### src/rtl/div_ctrl_pkg.sv
// div_ctrl_pkg: divide-request op codes shared by the Execute stage and the divide controller.
`default_nettype none

package div_ctrl_pkg;

  localparam logic [7:0] EXE_DIV_OP  = 8'b0001_1010;
  localparam logic [7:0] EXE_DIVU_OP = 8'b0001_1011;

  function automatic logic is_div_op(input logic [7:0] op);
    return (op == EXE_DIV_OP) || (op == EXE_DIVU_OP);
  endfunction

endpackage

`default_nettype wire

### src/rtl/div_ctrl_if.sv
// div_ctrl_if: Execute-stage request, divider handshake and HI/LO result bundle of div_ctrl.
`default_nettype none

interface div_ctrl_if;

  logic [7:0]  alucontrolE;
  logic [31:0] SrcAE;
  logic [31:0] SrcBE;
  logic        flushE;
  logic        ready_i;
  logic [63:0] result_i;

  logic        start_o;
  logic        signed_o;
  logic        annul_o;
  logic [31:0] opdata1_o;
  logic [31:0] opdata2_o;
  logic        stall_div;
  logic        result_valid;
  logic [31:0] hi_out;
  logic [31:0] lo_out;
  logic        timeout_err;

  modport master (
    output alucontrolE, SrcAE, SrcBE, flushE, ready_i, result_i,
    input  start_o, signed_o, annul_o, opdata1_o, opdata2_o,
    input  stall_div, result_valid, hi_out, lo_out, timeout_err
  );

  modport slave (
    input  alucontrolE, SrcAE, SrcBE, flushE, ready_i, result_i,
    output start_o, signed_o, annul_o, opdata1_o, opdata2_o,
    output stall_div, result_valid, hi_out, lo_out, timeout_err
  );

endinterface

`default_nettype wire

### src/rtl/div_ctrl.sv
// div_ctrl: sequences a multi-cycle divide from the Execute stage, stalls the pipeline
// and delivers remainder/quotient for the HI/LO write, with flush and timeout aborts.
`default_nettype none

module div_ctrl
  import div_ctrl_pkg::*;
#(
  parameter int TIMEOUT = 40
) (
  input  wire logic   clka,
  input  wire logic   rst,
  div_ctrl_if.slave   bus
);

  localparam int CW = $clog2(TIMEOUT + 1);

  typedef enum logic [1:0] {
    IDLE = 2'd0,
    BUSY = 2'd1,
    DONE = 2'd2
  } state_t;

  state_t        state, state_nxt;
  logic [CW-1:0] busy_cnt;
  logic          req;
  logic          timeout_hit;
  logic          start, annul, stall, res_valid;

  logic          signed_q;
  logic [31:0]   op1_q, op2_q, hi_q, lo_q;
  logic          err_q;

  always_comb begin
    req         = is_div_op(bus.alucontrolE) & ~bus.flushE;
    // busy_cnt counts completed BUSY cycles, so this fires after TIMEOUT full waits
    timeout_hit = (busy_cnt == CW'(TIMEOUT)) & ~bus.ready_i;
    state_nxt   = state;
    start       = 1'b0;
    annul       = 1'b0;
    stall       = 1'b0;
    res_valid   = 1'b0;
    case (state)
      IDLE: begin
        stall = req;
        if (req) state_nxt = (bus.SrcBE != 32'd0) ? BUSY : DONE;
      end
      BUSY: begin
        stall = 1'b1;
        if (bus.flushE) begin
          annul     = 1'b1;
          state_nxt = IDLE;
        end else if (bus.ready_i) begin
          start     = 1'b1;
          state_nxt = DONE;
        end else if (timeout_hit) begin
          annul     = 1'b1;
          state_nxt = DONE;
        end else begin
          start = 1'b1;
        end
      end
      DONE: begin
        res_valid = ~bus.flushE;
        state_nxt = IDLE;
      end
      default: state_nxt = IDLE;
    endcase
    if (rst) begin
      start     = 1'b0;
      annul     = 1'b0;
      stall     = 1'b0;
      res_valid = 1'b0;
    end
  end

  always_ff @(posedge clka) begin
    if (rst) begin
      state    <= IDLE;
      busy_cnt <= '0;
      signed_q <= 1'b0;
      op1_q    <= 32'd0;
      op2_q    <= 32'd0;
      hi_q     <= 32'd0;
      lo_q     <= 32'd0;
      err_q    <= 1'b0;
    end else begin
      state <= state_nxt;
      case (state)
        IDLE: begin
          if (req) begin
            if (bus.SrcBE != 32'd0) begin
              op1_q    <= bus.SrcAE;
              op2_q    <= bus.SrcBE;
              signed_q <= (bus.alucontrolE == EXE_DIV_OP);
              busy_cnt <= '0;
            end else begin
              // divide by zero bypasses the divider entirely
              hi_q <= bus.SrcAE;
              lo_q <= 32'hFFFF_FFFF;
            end
          end
        end
        BUSY: begin
          busy_cnt <= busy_cnt + CW'(1);
          if (!bus.flushE) begin
            if (bus.ready_i) begin
              hi_q <= bus.result_i[63:32];
              lo_q <= bus.result_i[31:0];
            end else if (timeout_hit) begin
              hi_q  <= 32'd0;
              lo_q  <= 32'd0;
              err_q <= 1'b1;
            end
          end
        end
        default: ;
      endcase
    end
  end

  assign bus.start_o      = start;
  assign bus.annul_o      = annul;
  assign bus.stall_div    = stall;
  assign bus.result_valid = res_valid;
  assign bus.signed_o     = signed_q;
  assign bus.opdata1_o    = op1_q;
  assign bus.opdata2_o    = op2_q;
  assign bus.hi_out       = hi_q;
  assign bus.lo_out       = lo_q;
  assign bus.timeout_err  = err_q;

endmodule

`default_nettype wire

### src/flat_wrapper.sv
// flat-port wrapper written by rule: the top's interface ports become plain ports
module div_ctrl_flat import div_ctrl_pkg::*;
#(
  parameter int TIMEOUT = 40
)
  (clka, rst, bus_alucontrolE, bus_SrcAE, bus_SrcBE, bus_flushE, bus_ready_i, bus_result_i, bus_start_o, bus_signed_o, bus_annul_o, bus_opdata1_o, bus_opdata2_o, bus_stall_div, bus_result_valid, bus_hi_out, bus_lo_out, bus_timeout_err);
  div_ctrl_if bus_i ();
  input  wire logic clka;
  input  wire logic rst;
  input wire logic [$bits(bus_i.alucontrolE)-1:0] bus_alucontrolE;
  input wire logic [$bits(bus_i.SrcAE)-1:0] bus_SrcAE;
  input wire logic [$bits(bus_i.SrcBE)-1:0] bus_SrcBE;
  input wire logic [$bits(bus_i.flushE)-1:0] bus_flushE;
  input wire logic [$bits(bus_i.ready_i)-1:0] bus_ready_i;
  input wire logic [$bits(bus_i.result_i)-1:0] bus_result_i;
  output wire logic [$bits(bus_i.start_o)-1:0] bus_start_o;
  output wire logic [$bits(bus_i.signed_o)-1:0] bus_signed_o;
  output wire logic [$bits(bus_i.annul_o)-1:0] bus_annul_o;
  output wire logic [$bits(bus_i.opdata1_o)-1:0] bus_opdata1_o;
  output wire logic [$bits(bus_i.opdata2_o)-1:0] bus_opdata2_o;
  output wire logic [$bits(bus_i.stall_div)-1:0] bus_stall_div;
  output wire logic [$bits(bus_i.result_valid)-1:0] bus_result_valid;
  output wire logic [$bits(bus_i.hi_out)-1:0] bus_hi_out;
  output wire logic [$bits(bus_i.lo_out)-1:0] bus_lo_out;
  output wire logic [$bits(bus_i.timeout_err)-1:0] bus_timeout_err;
  assign bus_i.alucontrolE = bus_alucontrolE;
  assign bus_i.SrcAE = bus_SrcAE;
  assign bus_i.SrcBE = bus_SrcBE;
  assign bus_i.flushE = bus_flushE;
  assign bus_i.ready_i = bus_ready_i;
  assign bus_i.result_i = bus_result_i;
  assign bus_start_o = bus_i.start_o;
  assign bus_signed_o = bus_i.signed_o;
  assign bus_annul_o = bus_i.annul_o;
  assign bus_opdata1_o = bus_i.opdata1_o;
  assign bus_opdata2_o = bus_i.opdata2_o;
  assign bus_stall_div = bus_i.stall_div;
  assign bus_result_valid = bus_i.result_valid;
  assign bus_hi_out = bus_i.hi_out;
  assign bus_lo_out = bus_i.lo_out;
  assign bus_timeout_err = bus_i.timeout_err;
  div_ctrl #(.TIMEOUT(TIMEOUT)) u_core (.clka(clka), .rst(rst), .bus(bus_i));
endmodule
### config.mk
export PLATFORM = sky130hd
export DESIGN_NAME = div_ctrl_flat
export DESIGN_NICKNAME = d
export VERILOG_FILES = /design/src/rtl/div_ctrl_pkg.sv /design/src/rtl/div_ctrl_if.sv /design/src/rtl/div_ctrl.sv /design/src/flat_wrapper.sv
export SDC_FILE = /design/constraint.sdc
export NUM_CORES = 1
export LEC_CHECK = 0
export ABC_AREA = 1
export CORE_ASPECT_RATIO = 1.5
export CORE_MARGIN = 2
export CORE_UTILIZATION = 43
export CTS_CLUSTER_DIAMETER = 40
export DETAILED_ROUTE_END_ITERATION = 7
export PLACE_DENSITY = 0.86
export SLEW_MARGIN = 20
export SYNTH_ARGS = -nofsm -noshare
export SYNTH_HDL_FRONTEND = slang
export SYNTH_SLANG_ARGS = --single-unit
### constraint.sdc
create_clock -name clka -period 1.9 [get_ports clka]
set_input_delay 0.38 -clock clka [delete_from_list [all_inputs] [get_ports clka]]
set_output_delay 0.38 -clock clka [all_outputs]
set_load 0.01 [all_outputs]
== Word level (Yosys, flattened, before mapping) ==
Index checks and enable logic that the tools add are counted.
Word-level totals
  bits in registers: 138
  bits in latches: 0
  RAM bits: 0
  memory bits (read-only): 0
  bits of input ports: 140
  output and inout bits: 134
  logic and storage cells: 67
  memories: 0
Cells by class
  $add $sub $neg: 1
  multipliers: 0
  div/mod/pow operators: 0
  $lt $le $gt $ge: 0
  equal/unequal tests: 11
  shift-type cells: 0
  muxes and demuxes: 34
  bitwise gates (word level): 4
  reduce and logical (&&, ||, !) cells: 9
Operators by type and width (count)
  32-bit 2-to-1 mux: 9
  32-bit case mux with 2 select lines: 2
  32-bit nonzero test: 1
  8-bit by 5-bit == test with 1-bit output (second input constant): 2
  1-bit 2-to-1 mux: 13
  6-bit 2-to-1 mux: 2
  6-bit case mux with 2 select lines: 1
  2-bit 2-to-1 mux: 5
  6-bit by 1-bit adder with 6-bit output (second input constant): 1
  6-bit == test (second input constant): 1
  3-bit AND reduction: 2
  5-bit AND reduction: 1
  2-bit by 1-bit != test with 1-bit output (second input constant): 2
  2-bit != test (second input constant): 2
  4-bit by 3-bit != test with 1-bit output (second input constant): 1
  2-bit case mux with 2 select lines: 1
  4-bit AND reduction: 1
  3-bit by 2-bit != test with 1-bit output (second input constant): 1
  1-bit bitwise AND: 2
  2-bit by 1-bit == test with 1-bit output (second input constant): 1
  2-bit == test (second input constant): 1
  2-bit zero test: 1
  1-bit inverter: 2
  1-bit case mux with 2 select lines: 1
  other kinds (3): 3

== Logic depth before layout (Yosys ltp) ==
  depth in word-level cells: 7
  depth in mapped cells: 12
  depth with buffers taken out: 10

== Worst setup path after synthesis ==
OpenSTA, ideal clock, no wires.
  path kind: reg-to-output
  start: register u_core.state[1]
  end: output port bus_start_o
  arrival time: 1.227 ns
  data required time: 1.520 ns
  setup slack: 0.293 ns
  cell stages (with the launch flop): 7
  buffers on the path: 1
  cells stage by stage: dfxtp_1 > inv_2 > nand2_2 > inv_2 > clkbuf_1 > nand2_1 > nor3_1
On the way
  longest elaborated chain between the ends: 3
RTL lines
  from (decl): RTL line div_ctrl.sv:23  | state_t state, state_nxt;
  from (signal assigned): RTL line div_ctrl.sv:87  | state <= state_nxt;
  2-bit by 1-bit == test with 1-bit output: RTL line div_ctrl.sv:42  | case (state)
  1-bit 2-to-1 mux: RTL line div_ctrl.sv:42
  1-bit 2-to-1 mux: RTL line div_ctrl.sv:68  | if (rst) begin
  to (decl): RTL line flat_wrapper.sv:16  | output wire logic [$bits(bus_i.start_o)-1:0] bus_start_o;
No other way between the ends.

== Worst setup path after layout ==
  start: input port bus_SrcBE[12]
  end: register u_core.lo_q[10] (netlist: u_core.bus.lo_out[10])
On the way
  longest elaborated chain between the ends: 3
RTL lines
  from (decl): RTL line flat_wrapper.sv:12  | input wire logic [$bits(bus_i.SrcBE)-1:0] bus_SrcBE;
  32-bit nonzero test: RTL line div_ctrl.sv:91  | if (bus.SrcBE != 32'd0) begin
  2-bit != test (no source line)
  5-bit AND reduction (no source line)
  to (signal assigned): RTL line div_ctrl.sv:108  | lo_q <= bus.result_i[31:0];
  to (decl): RTL line div_ctrl.sv:30  | logic [31:0] op1_q, op2_q, hi_q, lo_q;
No other way between the ends.
A chain may end at the register's enable or synchronous reset.

==> impl_metrics.tcl <==
set metrics [dict create \
    routedWlPerCell_um 15.1 \
    via_per_inst 5.00 \
    fin_skew_ns 0.00980 \
    cpMaxStageDelayCell "clkdlybuf4s50_1" \
    pin_count 274 \
    whs_ns 0.268 \
    vias 7618 \
    crit_path_start_kind "input port" \
    rr_worst_depth 9 \
    antenna_found_initial 1 \
    synth-seq-cells 138 \
    r2r-end "u_core.bus.hi_out[12]" \
    die_y_um 156 \
    min_period_ns 1.86 \
    tritoncts "yes" \
    cp_cell_sequence "clkdlybuf4s50_1 > nor2_1 > nand2_1 > nor2_1 > buf_4 > nand2_1 > nor2_2 > nand2_4 > nand2_8 > clkbuf_16 > nand3_1 > nand2_1 > nor2_1" \
    fillers 1167 \
    grtUsageTotal_pct 25.5 \
    cts_buffer_depth 2 \
    synthDistinctLibCells 23 \
    area_growth_pct 59.8 \
    core-area_um2 15100 \
    ys_warn_count 0 \
    syn_area_per_cell_um2 6.43 \
    root_buffer "clkbuf_16" \
    crit_type "in -> reg" \
    hp-class "in -> reg" \
    crit_family "simple AND/OR/NAND/NOR gates" \
    run_status "completed" \
    place_area_um2 9640 \
    synth_area_um2 6650 \
    finalMaxSlewViolations 0 \
    drv_cap 0 \
    drive_gt1_share_pct 9.28 \
    dieArea_um2 16500 \
    finalSetupTns_ns 0 \
    max_stage_delay_ns 0.44 \
    wl_um 23100 \
    design_area_um2 10600 \
    power.leakage_nw 4.41 \
    regArea_um2 2760 \
    clock_latency_ns 0.42 \
    path_buf_inv 3 \
    firstDrtPassIters 5 \
    reg2reg_from "u_core.state[1]" \
    globalplace.congestion 0.859 \
    swShare_pct 22.4 \
    p_sw_mw 1.54 \
    multiInputGateArea_um2 3020 \
    ir_drop_mv 0.480 \
    grt_pass1_vias 6843 \
    setup.worst_path.start "bus_SrcBE[12]" \
    p_int_mw 5.32 \
    slew_headroom_pct 69.4 \
    clockPowerShare_pct 49.2 \
    fin_util_pct 70.2 \
    rsz0062_at_grt "yes" \
    syn-num-nets 1176 \
    fin_crit_sh_pct 98.0 \
    antenna_left 0 \
    crit_cells 13 \
    setup_viol 0 \
    grt_max_degree 70 \
    drc 0 \
    n_antenna_cell 0 \
    die_w_um 106 \
    max_freq_mhz 537 \
    critPathCaptureType "flip-flop" \
    numPortBuffers 273 \
    path_max_fanout 5 \
    final_nets 1456 \
    fp-row-count 55 \
    total_power_mw 6.86 \
    overflow 0 \
    cts.sinks 138 \
    hold_violations 0 \
    worstPathArrival_ns 2.17 \
    drt_first_iter_violations 420 \
    tightest_slew_ns 0.458 \
    cp-endpoint "u_core.bus.lo_out[10]" \
    crit_required_ns 2.21 \
    p_per_area_nw_per_um2 646 \
    grt_pass1_wl_um 33400 \
    clk_pin_slew_ns 0.06 \
    cts_buffers 17 \
    comb_power_share_pct 8.5 \
    seqPwrFrac_pct 42.3 \
    ys_seq_area_share_pct 41.6 \
    synthCells 1034 \
    hpwlAfterDp_um 15000 \
    htree_levels 4 \
    initial_utilization_pct 43.9 \
    rrSetupSlack_ns 0.18 \
]
==> timing repair <==
| action | in CTS | in global routing |
|---|---|---|
| setup endpoints to repair | 5 | 104 |
| gates resized for setup | 28 | 33 |
| hold buffers | 0 | 0 |
| setup buffers | 2 | 3 |
| gates cloned | 0 | 16 |
| pin swaps | 9 | 18 |
==> through the flow <==
| stage | worst slack [ns] | std cells |
|---|---|---|
| 3_3_place_gp | -0.551 | 1473 |
| 2_1_floorplan | 0.293 | 1034 |
| 4_1_cts | 0.0119 | 1505 |
| 5_1_grt | -0.0408 | 1524 |
| 6_report | 0.0379 | 1524 |
| 3_5_place_dp | -0.617 | 1473 |
==> cell type report <==
cell class,instances,share of cell area (%)
flip-flops and latches,138,26.0
inverters,149,5.29
multi-input cells,676,28.4
clock inverters,11,1.40
clock buffers,19,4.17
well taps,199,2.34
repair buffers,332,32.3
==> cells by family (layout without fill, tap and decap cells) <==
kind of cell | count (synthesis) | in the layout | share of synthesized area, %
and+or+nand+nor | 467 | 470 | 28.2
DFF | 138 | 138 | 41.6
buffers and inverters | 223 | 511 | 14.5
adders and majority gates | 2 | 2 | 0.376
AOI/OAI and AO/OA | 204 | 204 | 15.4
==> power groups by stage <==
stage | Clock (mW) | Combinational [mW] | Sequential, mW
detailed placement | 0 | 0.573 | 2.97
global route | 3.54 | 0.635 | 2.90
global placement | 0 | 0.570 | 2.97
finish | 3.38 | 0.585 | 2.90
CTS | 3.40 | 0.576 | 2.90
floorplan | 0 | 0.176 | 2.97
==> layer usage <==
metal / up-vias / share of wire [%] / GRT usage (%)
li1: 3776 / - / -
met1: 3415 / 38 / 28.4
met2: 349 / 49 / 43.5
met3: 76 / 8.0 / 7.83
met4: 2 / 4.7 / 13.3
met5: - / 0.056 / 0
==> tightest hold or removal path, stage by stage <==
cell,delay [ns]
dlymetal6s2s_1,0.11
o21ai_0,0.09
nor2_1,0.08
==> layout by cell type, fill, tap and decap left out, types with 4 or more instances in the layout <==
| cell | n |
|---|---|
| clkbuf_16 | 25 |
| inv_1 | 139 |
| nor2_2 | 5 |
| o21ai_0 | 95 |
| buf_4 | 34 |
| nand2_2 | 4 |
| buf_6 | 9 |
| clkinv_2 | 4 |
| clkdlybuf4s50_1 | 254 |
| a21oi_1 | 105 |
| dlymetal6s2s_1 | 8 |
| buf_12 | 8 |
| nor2_1 | 156 |
| nand2_1 | 219 |
| inv_2 | 8 |
| nand3_1 | 71 |
| dfxtp_1 | 137 |
| buf_2 | 4 |
==> how the worst min path moves through the flow <==
stage,from,to,cells after the start
2_1_floorplan,u_core.busy_cnt[3],u_core.busy_cnt[3],2
3_3_place_gp,u_core.bus.hi_out[13],u_core.bus.hi_out[13],2
3_5_place_dp,u_core.bus.hi_out[11],u_core.bus.hi_out[11],2
4_1_cts,bus_ready_i,u_core.state[0],5
5_1_grt,bus_SrcBE[8],u_core.bus.opdata2_o[8],3
6_report,bus_SrcBE[8],u_core.bus.opdata2_o[8],3
==> Yosys cell counts <==
master / count / area [µm²]
buf_6: 11 / 124
nor3_1: 2 / 10.0
nand2_1: 223 / 837
ha_1: 2 / 25.0
inv_2: 4 / 15.0
buf_2: 21 / 105
o21ai_0: 97 / 485
buf_4: 4 / 30.0
nand2_2: 2 / 12.5
or2_2: 1 / 6.26
nand3b_1: 1 / 7.51
nand4_1: 3 / 18.8
clkbuf_2: 2 / 10.0
o21ai_1: 2 / 10.0
nor2_1: 161 / 604
nor4_1: 2 / 12.5
buf_1: 10 / 37.5
inv_1: 145 / 544
nand3_2: 1 / 10.0
a21oi_1: 105 / 526
clkbuf_1: 26 / 97.6
dfxtp_1: 138 / 2760
nand3_1: 71 / 355
==> state kept, by name (all words and copies together) (netlist names) <==
signal,cells
u_core.busy_cnt,6
u_core.bus.opdata2_o,32
u_core.state,2
u_core.bus.signed_o,1
u_core.bus.timeout_err,1
u_core.bus.lo_out,32
u_core.bus.hi_out,32
u_core.bus.opdata1_o,32
No activity file was read; power rests on OpenSTA's default activity.
